===== config.mk =====
export PLATFORM = sky130hd
export DESIGN_NAME = conv1_window_flat
export DESIGN_NICKNAME = d
export VERILOG_FILES = /design/src/rtl/conv1_pkg.sv /design/src/rtl/conv1_window_if.sv /design/src/rtl/conv1_line_buffer.sv /design/src/rtl/conv1_window.sv /design/src/flat_wrapper.sv
export SDC_FILE = /design/constraint.sdc
export NUM_CORES = 1
export LEC_CHECK = 0
export ABC_CLOCK_PERIOD_IN_PS = 4050
export CAP_MARGIN = 25
export CORE_MARGIN = 8
export CORE_UTILIZATION = 45
export CTS_CLUSTER_DIAMETER = 50
export DETAILED_ROUTE_END_ITERATION = 8
export GPL_TIMING_DRIVEN = 0
export PLACE_DENSITY = 0.63
export SYNTH_ARGS = -nofsm -noshare
export SYNTH_HDL_FRONTEND = slang
export SYNTH_SLANG_ARGS = --single-unit

===== constraint.sdc =====
create_clock -name clk -period 4.05 [get_ports clk]
set_clock_uncertainty 0.2 [all_clocks]
set_input_delay 0.6075 -clock clk [delete_from_list [all_inputs] [get_ports clk]]
set_output_delay 0.6075 -clock clk [all_outputs]
set_load 0.05 [all_outputs]

===== src/rtl/conv1_pkg.sv =====
// Shared types and geometry for the conv1 stage: pixel/window types and
// the raster position constants used by the window generator.
package conv1_pkg;

   localparam int IMG_W  = 28;
   localparam int IMG_H  = 28;
   localparam int DATA_W = 16;
   localparam int K      = 3;
   localparam int WIN_W  = K * K * DATA_W;

   // Position counters are 5 bits, enough for 0..27 in either axis.
   localparam int POS_W = 5;

   typedef logic [DATA_W-1:0] pix_t;
   typedef pix_t [K*K-1:0]    win_t;
   typedef logic [POS_W-1:0]  pos_t;

   localparam pos_t COL_MAX   = pos_t'(IMG_W - 1);
   localparam pos_t ROW_MAX   = pos_t'(IMG_H - 1);
   localparam pos_t WIN_START = pos_t'(K - 1);

   // Flattened window index: row 0 is the oldest (top) row, column 0 the leftmost.
   function automatic int win_idx(input int r, input int c);
      return r * K + c;
   endfunction

endpackage


===== src/rtl/conv1_window_if.sv =====
// Pixel-in / window-out valid-ready bundle of the conv1 window generator.
interface conv1_window_if;
   import conv1_pkg::*;

   logic in_valid;
   logic in_ready;
   pix_t in_data;
   logic out_valid;
   logic out_ready;
   win_t out_win;
   logic out_last;

   // Block side.
   modport slave (
      input  in_valid, in_data, out_ready,
      output in_ready, out_valid, out_win, out_last
   );

   // Environment side: pixel source and window sink.
   modport master (
      output in_valid, in_data, out_ready,
      input  in_ready, out_valid, out_win, out_last
   );

endinterface


===== src/rtl/conv1_line_buffer.sv =====
// One image row of pixel storage: same-index read and write each cycle,
// the read returning the value held before this cycle's write.
module conv1_line_buffer #(
   parameter  int DEPTH  = 28,
   parameter  int WIDTH  = 16,
   localparam int ADDR_W = $clog2(DEPTH)
) (
   input  logic              clk,
   input  logic              we,
   input  logic [ADDR_W-1:0] addr,
   input  logic [WIDTH-1:0]  wdata,
   output logic [WIDTH-1:0]  rdata
);

   logic [WIDTH-1:0] mem [DEPTH];

   // Asynchronous read of the old entry gives read-before-write for free.
   assign rdata = mem[addr];

   // NOTE: storage arrays take no reset; clearing them would forbid RAM
   // mapping, and stale rows are never observable at the output.
   always_ff @(posedge clk) begin
      if (we) begin
         mem[addr] <= wdata;
      end
   end

endmodule


===== src/rtl/conv1_window.sv =====
// 3x3 sliding-window generator: buffers two rows and emits one window per
// accepted pixel whose full neighbourhood lies inside the image.
module conv1_window
   import conv1_pkg::*;
(
   input  logic          clk,
   input  logic          reset_n,
   conv1_window_if.slave bus
);

   pos_t col;
   pos_t row;
   logic accept;
   logic emit;
   logic last_pix;
   pix_t lb0_rd;
   pix_t lb1_rd;
   win_t win_q;
   win_t win_next;
   win_t out_win_q;
   logic out_valid_q;
   logic out_last_q;

   // No skid buffer: a pixel can enter only if the output slot is free or draining.
   assign bus.in_ready  = !out_valid_q || bus.out_ready;
   assign bus.out_valid = out_valid_q;
   assign bus.out_win   = out_win_q;
   assign bus.out_last  = out_last_q;

   assign accept   = bus.in_valid && bus.in_ready;
   assign last_pix = (row == ROW_MAX) && (col == COL_MAX);
   assign emit     = accept && (row >= WIN_START) && (col >= WIN_START);

   // LB1 holds the previous row; on each accept it cascades into LB0.
   conv1_line_buffer #(.DEPTH(IMG_W), .WIDTH(DATA_W)) u_lb0 (
      .clk   (clk),
      .we    (accept),
      .addr  (col),
      .wdata (lb1_rd),
      .rdata (lb0_rd)
   );

   conv1_line_buffer #(.DEPTH(IMG_W), .WIDTH(DATA_W)) u_lb1 (
      .clk   (clk),
      .we    (accept),
      .addr  (col),
      .wdata (bus.in_data),
      .rdata (lb1_rd)
   );

   // NOTE: every always_comb output gets a default first so no path can
   // leave it unassigned and infer a latch.
   always_comb begin
      win_next = win_q;
      for (int r = 0; r < K; r++) begin
         for (int c = 0; c < K - 1; c++) begin
            win_next[win_idx(r, c)] = win_q[win_idx(r, c + 1)];
         end
      end
      win_next[win_idx(0, K - 1)] = lb0_rd;
      win_next[win_idx(1, K - 1)] = lb1_rd;
      win_next[win_idx(2, K - 1)] = bus.in_data;
   end

   // NOTE: state registers use non-blocking assignments so every flop
   // samples pre-edge values regardless of statement order.
   always_ff @(posedge clk) begin
      if (!reset_n) begin
         col <= '0;
         row <= '0;
      end else if (accept) begin
         if (col == COL_MAX) begin
            col <= '0;
            row <= (row == ROW_MAX) ? '0 : row + 1'b1;
         end else begin
            col <= col + 1'b1;
         end
      end
   end

   // A window-producing accept overrides the drain, so back-to-back windows
   // flow with no bubble while out_ready stays high.
   always_ff @(posedge clk) begin
      if (!reset_n) begin
         win_q       <= '0;
         out_win_q   <= '0;
         out_valid_q <= 1'b0;
         out_last_q  <= 1'b0;
      end else begin
         if (accept) begin
            win_q <= win_next;
         end
         if (emit) begin
            out_win_q   <= win_next;
            out_last_q  <= last_pix;
            out_valid_q <= 1'b1;
         end else if (bus.out_ready) begin
            out_valid_q <= 1'b0;
         end
      end
   end

endmodule


===== src/flat_wrapper.sv =====
// flat-port wrapper written by rule: the top's interface ports become plain ports
module conv1_window_flat import conv1_pkg::*;
  (clk, reset_n, bus_in_valid, bus_in_data, bus_out_ready, bus_in_ready, bus_out_valid, bus_out_win, bus_out_last);
  conv1_window_if bus_i ();
  input  logic clk;
  input  logic reset_n;
  input wire logic [$bits(bus_i.in_valid)-1:0] bus_in_valid;
  input wire logic [$bits(bus_i.in_data)-1:0] bus_in_data;
  input wire logic [$bits(bus_i.out_ready)-1:0] bus_out_ready;
  output wire logic [$bits(bus_i.in_ready)-1:0] bus_in_ready;
  output wire logic [$bits(bus_i.out_valid)-1:0] bus_out_valid;
  output wire logic [$bits(bus_i.out_win)-1:0] bus_out_win;
  output wire logic [$bits(bus_i.out_last)-1:0] bus_out_last;
  assign bus_i.in_valid = bus_in_valid;
  assign bus_i.in_data = bus_in_data;
  assign bus_i.out_ready = bus_out_ready;
  assign bus_in_ready = bus_i.in_ready;
  assign bus_out_valid = bus_i.out_valid;
  assign bus_out_win = bus_i.out_win;
  assign bus_out_last = bus_i.out_last;
  conv1_window u_core (.clk(clk), .reset_n(reset_n), .bus(bus_i));
endmodule

Word-level counts from Yosys, hierarchy flattened
Memory sizes are Yosys's and may differ from the RTL's. A register that Yosys moved wholly into a read port is not among the register bits.
Cells that the tools add are included.
{"block": "totals", "memories": 2, "latch_bits": 0, "reg_bits": 252, "ram_bits": 896, "mem_bits_ro": 0}
{"name": "u_core.u_lb0.mem", "depth": 28, "width": 16, "read_ports": 1, "rd_ports_with_merged_regs": 1, "write_ports": 1, "line": "conv1_line_buffer.sv:15", "rtl": "logic [WIDTH-1:0] mem [DEPTH];"}
{"name": "u_core.u_lb1.mem", "depth": 28, "width": 16, "read_ports": 1, "rd_ports_with_merged_regs": 1, "write_ports": 1, "line": "conv1_line_buffer.sv:15"}
{"block": "op_classes", "add_sub_neg": 2, "n_lt_le_gt_ge": 2, "shifts": 0, "bitwise_logic": 0, "muxes": 10, "div_mod_pow": 0, "n_reduce_logical": 8, "multipliers": 0, "eq_ne": 2}
{"operator": "5-bit 2-to-1 mux", "n": 6}
{"operator": "5-bit by 1-bit adder with 5-bit output, second input constant", "n": 2}
{"operator": "5-bit equality test, second input constant", "n": 2}
{"operator": "5-bit by 2-bit greater-or-equal comparator with 1-bit output, second input constant", "n": 2}
{"operator": "1-bit logical AND", "n": 4}
{"operator": "1-bit 2-to-1 mux", "n": 4}
{"operator": "2-bit AND reduction", "n": 1}
{"operator": "2-bit nonzero test", "n": 1}
{"operator": "1-bit zero test", "n": 1}
{"operator": "1-bit logical OR", "n": 1}

Depth between registers and ports, before layout
Gate-level depths: netlist of the first run.
{"block": "depth", "word_depth": 6, "mapped_depth": 9}

Modules after synthesis
From an unflattened synthesis of the first run, not the netlist that was laid out.
{"block": "unflattened", "hier_cells": 2861, "area_unflattened_um2": 44572.7}
{"mod": "conv1_line_buffer", "seq_area_each_um2": 13452.9, "instances": 2, "cells_per_inst": 873, "area_each_um2": 17394.2}
{"mod": "conv1_window", "seq_area_each_um2": 5044.8, "instances": 1, "cells_per_inst": 1115, "area_each_um2": 9784.4}

Worst setup path after synthesis of the first run
OpenSTA, ideal clock, no wires.
{"block": "synth_timing", "path_type": "input -> register", "from": "input port bus_out_ready", "to": "memory u_core.u_lb0.mem[10][0] (enable)", "stages": 6, "n_path_buf": 2, "required_time_ns": 3.429, "arrival_ns": 3.240, "path_slack_ns": 0.189, "cell_sequence": "nand2b_1 > and2_1 > buf_2 > clkbuf_1 > nand2_1 > nor2_1"}
{"block": "synth_via", "elab_chain_len": 4}
{"element": "from (decl)", "line": "flat_wrapper.sv:9", "rtl": "input wire logic [$bits(bus_i.out_ready)-1:0] bus_out_ready;"}
{"element": "1-bit logical OR", "line": "conv1_window.sv:25", "rtl": "assign bus.in_ready = !out_valid_q || bus.out_ready;"}
{"element": "1-bit logical AND", "line": "conv1_window.sv:30", "rtl": "assign accept = bus.in_valid && bus.in_ready;"}
{"element": "1-bit 2-to-1 mux", "line": "conv1_line_buffer.sv:23", "rtl": "if (we) begin"}
{"element": "1-bit 2-to-1 mux (implied by the code)", "line": "conv1_line_buffer.sv:24", "rtl": "mem[addr] <= wdata;"}
{"element": "to (decl)", "line": "conv1_line_buffer.sv:15"}
Every way passes these cells.

==> run_results.csv, run 1 <==
group,metric,value,unit
global_route,grt_max_degree,39,
synthesis,synthCells,2852,
layout,final_core_util,53.9,%
layout,drive_gt1_share,12.7,%
sta,rsz0062_at_grt,"yes",
routing,wl_per_cell,27.8,um
floorplan,dieWidth,328,um
sta,tightest_slew,1000,ps
clock_tree,clk_pin_slew,60,ps
layout,fin_cells,4568,
layout,syn_to_final_growth,18.8,%
worst_setup_path,path_buf_inv,5,
power,p_clk_share,41.3,%
worst_setup_path,worstSetupStartpointType,"flip-flop",
synthesis,ys_seq_elements,1153,
synthesis,syn_area,0.0438,mm^2
routing,vias_per_cell,5.83,
clock_tree,cts_sinks,1153,
synthesis,yosysSeqAreaShare,73.1,%
worst_setup_path,arrival,4120,ps
routing,wl,127000,um
worst_setup_path,path_delay_family,"buffers and inverters",
sta,fin_crit_sh,99.2,%
worst_setup_path,cp_slowest_stage_delay,470,ps
synthesis,post_synth_num_cell_types,41,
global_route,grt_use_total,22.7,%
sta,min_period,4020,ps
routing,wl_met1,51300,um
layout,layout_common_cells,"edfxtp_1, nand2_1, mux2i_1, dfxtp_1, clkdlybuf4s50_1",
clock_tree,cts_tree,"built",
floorplan,die_y,328,um
clock_tree,ctsHtreeMaxLevel,3,
synthesis,syn_nets,2878,
power,swShare,22.7,%
routing,route.detailed.drc,0,
floorplan,rows,114,
routing,met2WireLength,60700,um
job,maxCapViolCount,0,
worst_hold_path,min_from,"u_core.bus.out_win[67]",
sta,fmax,0.249,GHz
floorplan,start_util,45.4,%
routing,antenna_left,0,
power,pwr-share-seq,52.2,%
power,pwr-share-comb,6.6,%
floorplan,pin_count,167,
layout,fillCellCount,7587,
power,power_density,480,mW/mm^2
worst_setup_path,cp_common_cell,"buf_2",
layout,layout_commonest_cell,"edfxtp_1",
routing,drtIter0Drc,3107,
synthesis,synth_area_per_cell,15.4,um^2
worst_setup_path,crit_path_max_fanout,14,
global_route,grt_pass1_wl,181000,um
synthesis,ys_warn_count,0,
power,p_switching,5.68,mW
placed_design,numPlacedInstances,4331,
clock_tree,cts-buffers-inserted,117,
power,finalPower,25.0,mW
sta,slew_headroom,33.3,%
worst_hold_path,hp-class,"reg -> reg",
placed_design,io_buffers,165,
global_route,first_global_vias,26548,
global_route,antenna_found_initial,3,
power,peakVddDrop,0.000388,V
worst_setup_path,worstPathCellList,"buf_2 -> nor2b_1 -> clkbuf_1 -> buf_2 -> buf_2 -> a22oi_1 -> a21oi_2 -> o211a_1 -> clkinvlp_4",
power,power.leakage,16.7,nW
routing,wl_met3,10500,um
routing,top_layer_used,"met5",
sta,setup_viol_count_final,0,
layout,layout.nets,3222,
floorplan,core_area,0.0966,mm^2
clock_tree,cts_root_buf,"clkbuf_16",
sta,final_max_slew_viol_count,0,
global_route,gr-total-overflow,0,
worst_setup_path,endpoint_kind,"flip-flop",
sta,hold_violations,0,
worst_setup_path,critPathSlowestCell,"o211a_1",
clock_tree,cts_buffer_depth,3,
placed_design,place_congestion,0.877,
routing,vias,26625,
worst_setup_path,cp.required,4150,ps
placed_design,dp_hpwl,85200,um
worst_setup_path,critPathKind,"reg -> reg",
floorplan,dieArea,0.108,mm^2
power,power.internal,19.3,mW
clock_tree,clock_latency,700,ps
routing,firstDrtPassIters,6,
outcome,outcome,"completed",
[state kept, by name, summed over array words and instances (netlist names), named ones only]
name                  cells
u_core.bus.out_last       1
u_core.bus.out_valid      1
u_core.bus.out_win      144
u_core.col                5
u_core.row                5
u_core.u_lb0.mem        448
u_core.u_lb1.mem        448
u_core.win_next          96
[through the flow]
step	hold WS, ps	TNS (ps)	instance area (um^2)	setup slack, ps
finish	262	0	52100	32.6
global route	280	-131	52100	-9.99
CTS	263	-85.4	51900	-17.2
detailed placement	249	-41670	48100	-279
global placement	251	-1427970	47100	-2180
floorplan	231	0	43800	189
[cells in the mapped netlist]
cell type,instances,area share (%)
xnor2_1,1,0.020
nand3_1,31,0.35
nor3_1,1,0.011
o211a_1,14,0.32
buf_4,36,0.62
nand2b_1,2,0.029
a221oi_1,19,0.38
a21boi_1,33,0.57
inv_2,1,0.0086
buf_8,2,0.068
mux2i_1,347,7.9
o21a_1,1,0.017
nand2_1,386,3.3
dfxtp_1,257,12
or3_1,5,0.071
a22oi_1,155,2.7
and3_1,6,0.086
o311ai_2,1,0.037
inv_1,22,0.19
o311a_1,1,0.023
a311o_1,19,0.43
nand4_1,1,0.014
a21oi_1,117,1.3
and4b_1,1,0.023
and3b_1,1,0.020
clkbuf_1,103,0.88
o21ai_0,82,0.94
edfxtp_1,896,61
buf_2,34,0.39
nor2b_1,6,0.086
buf_6,6,0.15
o21ai_1,16,0.18
ha_1,6,0.17
or2_2,1,0.014
and2_1,2,0.029
buf_1,9,0.077
a21boi_0,148,2.5
a31oi_1,1,0.014
nor2_1,30,0.26
mux4_2,51,2.6
buf_12,1,0.046
[what timing repair did]
| action | in CTS | in global routing |
|---|---|---|
| hold buffers | 0 | 0 |
| gates cloned | 6 | 6 |
| endpoints found under the setup margin | 233 | 266 |
| setup buffers | 2 | 4 |
| gates resized for setup | 23 | 23 |
[worst register-to-register path, stage by stage, from the launching register on]
cell and delay [ps]:
dfxtp_1 300, buf_2 360, nor2b_1 200, clkbuf_1 340
buf_2 440, buf_2 340, a22oi_1 160, a21oi_2 360
o211a_1 480, clkinvlp_4 450
[routing by layer]
| metal | vias to the layer above | track usage, % |
|---|---|---|
| met5 | - | 0 |
| met4 | 2 | 7.72 |
| met3 | 254 | 4.55 |
| met2 | 1263 | 37.0 |
| met1 | 13547 | 30.5 |
| li1 | 11559 | - |
[cells by family after synthesis]
family | count (synthesis) | share of synthesized area [%]
flops | 1153 | 73.1
buf+inv | 214 | 2.43
compound gates | 607 | 9.43
mux | 398 | 10.5
simple gates | 473 | 4.30
fa+ha+maj | 6 | 0.171
xor+xnor | 1 | 0.0200
[cell type report]
| class | instances | area, um^2 | area share (%) |
|---|---|---|---|
| Antenna cell | 1 | 2.50 | 0.00480 |
| Buffer | 191 | 986 | 1.89 |
| Clock buffer | 156 | 3220 | 6.17 |
| Clock inverter | 58 | 455 | 0.874 |
| Inverter | 23 | 135 | 0.259 |
| Multi-Input combinational cell | 1485 | 10900 | 21.0 |
| Sequential cell | 1153 | 32100 | 61.5 |
| Tap cell | 1276 | 1600 | 3.07 |
| Timing Repair Buffer | 213 | 2620 | 5.03 |
| Timing Repair inverter | 12 | 87.6 | 0.168 |
[power groups by stage]
stage	clock network, mW	logic (mW)	registers [mW]
finish	10.3	1.64	13.0
global route	10.9	1.70	13.1
CTS	10.4	1.56	13.1
detailed placement	0	1.51	13.3
global placement	0	1.42	13.3
floorplan	0	0.829	13.3
[path summary, 6_finish.rpt]
| kind | cells past startpoint | slack [ps] | endpoint |
|---|---|---|---|
| setup / recovery | 9 | 30 | u_core.u_lb0.mem[26][2] |
| hold / removal | 2 | 260 | u_core.bus.out_win[67] |
| setup reg to reg | 9 | 30 | u_core.u_lb0.mem[26][2] |
| hold reg to reg | 2 | 260 | u_core.bus.out_win[67] |
No activity file was read; power rests on OpenSTA's default activity.
==> run 2: changes to the inputs <==
--- a/config.mk
+++ b/config.mk
@@ -5,7 +5,6 @@
 export SDC_FILE = /design/constraint.sdc
 export NUM_CORES = 1
 export LEC_CHECK = 0
-export ABC_CLOCK_PERIOD_IN_PS = 4050
 export CAP_MARGIN = 25
 export CORE_MARGIN = 8
 export CORE_UTILIZATION = 45
==> results of run 2 <==
Final layout, timing and power as in run 1 (identical DEF).
